--- config.mk ---
export PLATFORM = sky130hd
export DESIGN_NAME = comb_job_scheduler
export DESIGN_NICKNAME = d
export VERILOG_FILES = /design/src/rtl/comb_sched_pkg.sv /design/src/rtl/comb_rr_arbiter.sv /design/src/rtl/comb_job_scheduler.sv
export SDC_FILE = /design/constraint.sdc
export NUM_CORES = 1
export LEC_CHECK = 0
export CAP_MARGIN = 10
export CORE_MARGIN = 2
export CORE_UTILIZATION = 30
export DETAILED_ROUTE_END_ITERATION = 7
export SLEW_MARGIN = 20
export SYNTH_ARGS = -nofsm -noshare
export SYNTH_HDL_FRONTEND = slang
export SYNTH_SLANG_ARGS = --single-unit
--- constraint.sdc ---
create_clock -name clk -period 5.2 [get_ports clk]
set_clock_uncertainty 0.1 [all_clocks]
set_input_delay 0.52 -clock clk [delete_from_list [all_inputs] [get_ports clk]]
set_output_delay 0.52 -clock clk [all_outputs]
set_load 0.005 [all_outputs]
--- src/rtl/comb_sched_pkg.sv ---
// Shared constants for the combination-engine job scheduler: FSM state
// encoding, default widths and the watchdog counter width helper.
package comb_sched_pkg;

  localparam logic [1:0] ST_IDLE  = 2'd0;
  localparam logic [1:0] ST_ISSUE = 2'd1;
  localparam logic [1:0] ST_WAIT  = 2'd2;
  localparam logic [1:0] ST_RESP  = 2'd3;

  localparam int DEF_NUM_REQ     = 4;
  localparam int DEF_N_W         = 4;
  localparam int DEF_RES_W       = 16;
  localparam int DEF_TIMEOUT_CYC = 1024;

  // Watchdog counts 0 .. cyc-1, so clog2(cyc) bits suffice (minimum 1).
  function automatic int timeout_w(input int cyc);
    return (cyc > 1) ? $clog2(cyc) : 1;
  endfunction

endpackage

--- src/rtl/comb_rr_arbiter.sv ---
// Combinational rotate-priority arbiter: grants the first set request at or
// after ptr, wrapping modulo NUM_REQ, as a one-hot vector plus its index.
module comb_rr_arbiter
  import comb_sched_pkg::*;
#(
  parameter int NUM_REQ = DEF_NUM_REQ,
  parameter int IDX_W   = 2
) (
  input  logic [NUM_REQ-1:0] req,
  input  logic [IDX_W-1:0]   ptr,
  output logic [NUM_REQ-1:0] gnt,
  output logic [IDX_W-1:0]   idx,
  output logic               any
);

  // NOTE: every output gets a default before the loop so no latch is inferred.
  always_comb begin
    gnt = '0;
    idx = '0;
    any = 1'b0;
    for (int off = 0; off < NUM_REQ; off++) begin
      if (!any && req[IDX_W'((int'(ptr) + off) % NUM_REQ)]) begin
        any = 1'b1;
        gnt[IDX_W'((int'(ptr) + off) % NUM_REQ)] = 1'b1;
        idx = IDX_W'((int'(ptr) + off) % NUM_REQ);
      end
    end
  end

endmodule

--- src/rtl/comb_job_scheduler.sv ---
// Round-robin scheduler sharing one C(n,m) engine between NUM_REQ clients.
// Optional watchdog on the engine is enabled with `define COMB_TIMEOUT_EN.
module comb_job_scheduler
  import comb_sched_pkg::*;
#(
  parameter int NUM_REQ     = DEF_NUM_REQ,
  parameter int N_W         = DEF_N_W,
  parameter int RES_W       = DEF_RES_W,
  parameter int TIMEOUT_CYC = DEF_TIMEOUT_CYC
) (
  input  logic                   clk,
  input  logic                   rst,
  input  logic [NUM_REQ-1:0]     req,
  input  logic [NUM_REQ*N_W-1:0] req_n,
  input  logic [NUM_REQ*N_W-1:0] req_m,
  output logic [NUM_REQ-1:0]     gnt,
  output logic [NUM_REQ-1:0]     rsp_valid,
  output logic [RES_W-1:0]       rsp_data,
  output logic                   rsp_err,
  output logic                   eng_start,
  output logic [N_W-1:0]         eng_n,
  output logic [N_W-1:0]         eng_m,
  output logic                   eng_rst,
  input  logic                   eng_done,
  input  logic [RES_W-1:0]       eng_result,
  output logic                   busy
);

  localparam int IDX_W = (NUM_REQ > 1) ? $clog2(NUM_REQ) : 1;

  logic [1:0]         state;
  logic [IDX_W-1:0]   ptr;
  logic [IDX_W-1:0]   id;
  logic [NUM_REQ-1:0] arb_gnt;
  logic [IDX_W-1:0]   arb_idx;
  logic               arb_any;
  logic [N_W-1:0]     sel_n;
  logic [N_W-1:0]     sel_m;
  logic               timeout;

  comb_rr_arbiter #(
    .NUM_REQ (NUM_REQ),
    .IDX_W   (IDX_W)
  ) u_arb (
    .req (req),
    .ptr (ptr),
    .gnt (arb_gnt),
    .idx (arb_idx),
    .any (arb_any)
  );

  always_comb begin
    sel_n = '0;
    sel_m = '0;
    for (int i = 0; i < NUM_REQ; i++) begin
      if (arb_gnt[i]) begin
        sel_n = req_n[i*N_W +: N_W];
        sel_m = req_m[i*N_W +: N_W];
      end
    end
  end

`ifdef COMB_TIMEOUT_EN
  localparam int TW = timeout_w(TIMEOUT_CYC);

  logic [TW-1:0] wait_cnt;

  // Fires during the TIMEOUT_CYC-th WAIT cycle if the engine is still silent.
  assign timeout = (state == ST_WAIT) && !eng_done &&
                   (wait_cnt == TW'(TIMEOUT_CYC - 1));
  assign eng_rst = rst | timeout;

  always_ff @(posedge clk) begin
    if (rst) begin
      wait_cnt <= '0;
    end else if (state == ST_ISSUE) begin
      wait_cnt <= '0;
    end else if (state == ST_WAIT) begin
      wait_cnt <= wait_cnt + 1'b1;
    end
  end
`else
  assign timeout = 1'b0;
  assign eng_rst = rst;
`endif

  assign busy = (state != ST_IDLE);

  // NOTE: sequential state uses non-blocking assignments so every register
  // samples pre-edge values regardless of statement order.
  always_ff @(posedge clk) begin
    if (rst) begin
      state     <= ST_IDLE;
      ptr       <= '0;
      id        <= '0;
      gnt       <= '0;
      rsp_valid <= '0;
      rsp_data  <= '0;
      rsp_err   <= 1'b0;
      eng_start <= 1'b0;
      eng_n     <= '0;
      eng_m     <= '0;
    end else begin
      gnt       <= '0;
      rsp_valid <= '0;
      eng_start <= 1'b0;
      case (state)
        ST_IDLE: begin
          if (arb_any) begin
            id      <= arb_idx;
            gnt     <= arb_gnt;
            rsp_err <= 1'b0;
            if (sel_m > sel_n) begin
              // C(n,m) is zero when m > n; the engine is never bothered.
              rsp_data <= '0;
              state    <= ST_RESP;
            end else begin
              eng_n     <= sel_n;
              eng_m     <= sel_m;
              eng_start <= 1'b1;
              state     <= ST_ISSUE;
            end
          end
        end
        ST_ISSUE: state <= ST_WAIT;
        ST_WAIT: begin
          if (eng_done) begin
            rsp_data <= eng_result;
            state    <= ST_RESP;
          end else if (timeout) begin
            rsp_data <= '0;
            rsp_err  <= 1'b1;
            state    <= ST_RESP;
          end
        end
        default: begin
          rsp_valid <= NUM_REQ'(1) << id;
          ptr       <= (id == IDX_W'(NUM_REQ - 1)) ? '0 : id + 1'b1;
          state     <= ST_IDLE;
        end
      endcase
    end
  end

endmodule

Word-level counts from Yosys, hierarchy flattened
Index checks and enable logic that the tools add are counted.
Widths: inputs -> output; s select.
Cells by class
  $add $sub $neg: 4
  order comparisons: 9
  equality and inequality tests: 6
  shift operators: 1
  multiplexer cells: 50
  bitwise gates (word level): 6
  reduce and logical (&&, ||, !) cells: 20
Operator list (number)
  $mux 16: 3
  $mux 4: 12
  $pmux 16 s2: 1
  $mux 1: 17
  $lt 2x4->1 const B: 4
  $mux 2: 8
  $or 4x4->4: 3
  $bmux 1 s2: 4
  $demux 1 s2: 4
  $ge 2x1->1 const B: 4
  $logic_and 1x1->1: 7
  $ne 2x2->1 const B: 3
  $pmux 2 s3: 1
  $reduce_or 3->1: 2
  $add 2x1->2 const B: 2
  $add 2x2->2 const B: 2
  $eq 2x2->1 const B: 2
  $gt 4x4->1: 1
  $reduce_and 2->1: 2
  $reduce_and 4->1: 1
  $reduce_bool 2->1: 2
  $reduce_or 4->1: 1
  $shl 1x2->4 const A: 1
  $logic_not 1->1: 3
  4 further kinds: 6
Word-level totals
  register bits after elaboration: 39
  output and inout bits: 36

Depth between registers and ports, before layout
  depth after elaboration: 21
  mapped depth: 19
  depth with buffers taken out: 15

Cells and area by module
A second synthesis with hierarchy kept.
Unflattened totals
  cells, all modules: 278
  area, all modules: 2427.3 sq um
By module, submodules not included
  comb_job_scheduler: times used 1, cells an instance 216, area each 1895.6 sq um, sequential area each 780.7 sq um
  comb_rr_arbiter: times used 1, cells an instance 62, area each 531.8 sq um, sequential area each 0.0 sq um

Worst setup path after synthesis
OpenSTA, ideal clock, no wires.
  path type: reg-to-reg
  from: register ptr[0]
  to: register rsp_data[10]
  library setup time: 72 ps
  arrival: 4772 ps
  required time: 5028 ps
  slack: 256 ps
  cell stages (with the launch flop): 19
  path buffers: 3
  clock period less this slack: 4944 ps
  path through: dfxtp_1 buf_2 inv_1 ha_1 or3b_2 a2111o_1 a21boi_0 or2_2 buf_2 a221oi_1 a2bb2oi_1 ha_1 nor2b_1 o21a_1 o21a_1 o211ai_1 a21oi_1 buf_2 mux2i_1
Between the ends
  longest elaborated chain between the ends: 20
RTL lines
  from (decl): RTL line comb_job_scheduler.sv:32  | logic [IDX_W-1:0] ptr;
  from (signal assigned): RTL line comb_job_scheduler.sv:138  | ptr <= (id == IDX_W'(NUM_REQ - 1)) ? '0 : id + 1'b1;
  parallel branches: the longest is 19 deep, another holds $lt 2x4->1
  $reduce_and 4->1 (no source line) (*)
  to (signal assigned): RTL line comb_job_scheduler.sv:128  | rsp_data <= eng_result;
  to (decl): RTL line comb_job_scheduler.sv:18  | output logic [RES_W-1:0] rsp_data,
Every way passes the cells marked *. The select of a mux whose other input is x is not followed.
A chain may end at the register's enable or synchronous reset.

Worst setup path after layout
  from: register ptr[0]
  to: register rsp_data[1]
Between the ends
  longest elaborated chain between the ends: 20
RTL lines
  parallel branches: the longest is 12 deep, another holds $lt 2x4->1
  $mux 4 (*): RTL line comb_rr_arbiter.sv:22  | if (!any && req[IDX_W'((int'(ptr) + off) % NUM_REQ)]) begin
  $mux 4 (3 in a row): RTL line comb_job_scheduler.sv:56  | if (arb_gnt[i]) begin
  $mux 4 (*): RTL line comb_job_scheduler.sv:56
  via sel_m[1]: RTL line comb_job_scheduler.sv:38  | logic [N_W-1:0] sel_m;
  $gt 4x4->1 (*): RTL line comb_job_scheduler.sv:113  | if (sel_m > sel_n) begin
  $ne 2x2->1 (no source line) (*)
  $reduce_and 4->1 (no source line) (*)
Mark *: on every way through the listed nets, which the timed path passes. The select of a mux whose other input is x is not followed.

==> flow_metrics.tcl <==
set metrics [dict create \
    cp_max_fo 16 \
    vias 2672 \
    holdBufCountCts 0 \
    viasPerCell 5.239 \
    crit_cells 15 \
    gp_congestion 0.9564 \
    cts_inserted_buffers 5 \
    post-route-util_pct 45.24 \
    cp_data_required_time_ps 5310 \
    synth-warning-count 0 \
    cap_violations 0 \
    ys_async_sr_fraction_pct 0 \
    ys_ff_latch 39 \
    synthXorXnorAreaFrac_pct 0.3343 \
    die_w_um 97.45 \
    io_buffers 89 \
    syn_inst 302 \
    synth_top_area_share_pct 29.80 \
    ff_latch_area_um2 780.7 \
    synth.distinct_cells 55 \
    grt_pass1_vias 2547 \
    track_usage_pct 16.32 \
    core_area_mm2 0.008593 \
    synth_compound_area_share_pct 24.93 \
    yosys.area_share.simple_pct 19.05 \
    drt_iter0_drc 104 \
    arrival_ps 4840 \
    setup_viol 0 \
    synthTopCellsByArea "dfxtp_1 30%, mux2i_1 9.2%, ha_1 8.1%" \
    drive_gt1_share_pct 12.44 \
    rr_endpoint "rsp_data[1]$_SDFFE_PP0P_" \
    antenna_found_initial 0 \
    ff2ff_setup_slack_ps 470 \
    powerDensity_mw_per_mm2 412.6 \
    clockBufferDepth 2 \
    diodes 0 \
    worstReg2RegStart "ptr[0]$_SDFFE_PP0N_" \
    clk_pin_slew_worst_paths_ps 70 \
    power_leakage_nw 1.389 \
    ioPinCount 91 \
    crit_buf_inv 1 \
    crit_path_end_kind "register" \
    synth_edf_count 0 \
    criticalPathCategory "register to register" \
    grt_pass1_wl_um 12950 \
    slew_viol_final 0 \
    routed_wl_um 7949 \
    initial_utilization_pct 30.49 \
    drc 0 \
    critPathLaunch "ptr[0]$_SDFFE_PP0N_" \
    syn_avg_cell_area_um2 8.676 \
    synth.yosys.seq_area_share_pct 29.80 \
    yosys.area_share.adder_pct 8.118 \
    status "finished, final reports clean" \
    ys.flop_type "dfxtp_1" \
    final_antenna_net_count 0 \
    overflow 0 \
    finalCritPeriodShare_pct 90.95 \
    fillers 850 \
    area_growth_pct 48.38 \
    slew_headroom_pct 30.74 \
    grt_max_degree 43 \
    postSynthNetCount 374 \
    dieArea_mm2 0.009497 \
    hold_viol 0 \
    cts_resized 0 \
    clock-sinks 39 \
    synth_most_common_cell "dfxtp_1" \
    hold_path.class "register to register" \
    fin_hold_ws_ps 363.7 \
    multi_input_area_mm2 0.001697 \
    period_needed_ps 4729 \
    worst_slack_ps 470.7 \
    cts_tree "done" \
    hpwl_um 5984 \
    avgRoutedWirePerCell_um 15.59 \
    rsz0062_at_grt "false" \
    netlist_area_mm2 0.002620 \
    die_h_um 97.45 \
    yosysTopAreaCell "dfxtp_1" \
    fmax_ghz 0.2114 \
    cp_cell_sequence "inv_1 > ha_1 > or3b_2 > a2111o_1 > a21boi_0 > a311oi_4 > a221oi_1 > o21ai_0 > ha_1 > nor2b_1 > o21a_1 > o21a_1 > o211ai_1 > a21oi_4 > mux2i_1" \
    crit_family "compound AO/OA/AOI/OAI gates" \
    rr_worst_depth 15 \
    peakVddDrop_mv 0.1985 \
    cp_slowest_stage_delay_ps 610 \
    drt_pass1_iterations 4 \
    nets 473 \
    endpoint "rsp_data[1]$_SDFFE_PP0P_" \
    muxShareOfSynthArea_pct 11.75 \
    rows 34 \
    synth_commonest_cells "39 x dfxtp_1, 29 x nand2_1, 24 x mux2i_1, 19 x nand3_1, 18 x o211ai_1" \
    tightest_slew_ps 1035 \
    clk_latency_ps 290 \
    synth_top_family_by_area "compound AO/OA/AOI/OAI gates" \
    cts-htree-levels 2 \
    crit_slowest_cell "a21oi_4" \
    root_buffer "clkbuf_8" \
    pre_cts_slack_ps -123.8 \
    total_power_mw 1.604 \
    cts_setup_buffers 0 \
    cp-start-kind "register" \
]
layout make-up:
class / count / share of cell area, %
Clock buffer: 6 / 1.867
Clock inverter: 2 / 1.545
Inverter: 9 / 0.8690
Multi-Input combinational cell: 228 / 43.64
Sequential cell: 39 / 20.08
Tap cell: 108 / 3.476
Timing Repair Buffer: 118 / 28.52
placed cells by master, fill, tap and decap left out, types with 12 or more instances in the layout:
master / n
buf_4: 29
clkdlybuf4s50_1: 89
dfxtp_1: 39
ha_1: 17
mux2i_1: 24
nand2_1: 29
nand3_1: 19
nor2_1: 12
o211ai_1: 18
o21ai_0: 14
kinds of logic after synthesis:
kind of cell	Yosys count
XOR/XNOR	1
adder cells (fa/ha/maj)	17
AND/OR/NAND/NOR	98
flip-flops	39
other	1
AO/OA/AOI/OAI	83
multiplexers	28
buffers and inverters	35
worst min path at each step:
| stage | cells past startpoint | from | slack (ps) | endpoint |
|---|---|---|---|---|
| 2_1_floorplan | 2 | rsp_data[0]$_SDFFE_PP0P_ | 350 | rsp_data[0]$_SDFFE_PP0P_ |
| 3_3_place_gp | 2 | rsp_data[10]$_SDFFE_PP0P_ | 340 | rsp_data[10]$_SDFFE_PP0P_ |
| 3_5_place_dp | 2 | rsp_data[2]$_SDFFE_PP0P_ | 350 | rsp_data[2]$_SDFFE_PP0P_ |
| 4_1_cts | 2 | rsp_data[2]$_SDFFE_PP0P_ | 360 | rsp_data[2]$_SDFFE_PP0P_ |
| 5_1_grt | 2 | rsp_data[2]$_SDFFE_PP0P_ | 380 | rsp_data[2]$_SDFFE_PP0P_ |
| 6_report | 2 | rsp_data[8]$_SDFFE_PP0P_ | 360 | rsp_data[8]$_SDFFE_PP0P_ |
state kept, by name, indices dropped and copies added (netlist names):
name,flops
eng_m,4
eng_n,4
eng_start,1
gnt,4
id,2
ptr,2
rsp_data,16
rsp_valid,4
state,2
worst min-delay path, cell delays in order, from the launching register on:
cell and delay [ps]:
dfxtp_1 320, nand2_1 50, mux2i_1 50
report_power, final:
part	total (mW)	switching, mW	internal, mW	leakage (nW)
Clock	0.302	0.110	0.192	0.0654
Sequential	0.400	0.0390	0.361	0.317
Combinational	0.902	0.474	0.428	1.01
Total	1.60	0.623	0.981	1.39
routing by layer:
metal | vias to the layer above | GRT usage [%] | share of wire (%)
met5 | - | 0 | 0
met2 | 92 | 26.31 | 45
met1 | 1226 | 22.53 | 49
li1 | 1340 | - | -
met4 | 0 | 3.846 | 1.5
met3 | 14 | 3.237 | 4.7
stage by stage:
step	TNS, ps	area [um2]	instances
3_5_place_dp	-1401	3747	502
3_3_place_gp	0	3747	502
2_1_floorplan	0	2620	302
4_1_cts	0	3880	510
5_1_grt	0	3887	510
6_report	0	3887	510
(Power assumes the default switching activity.)
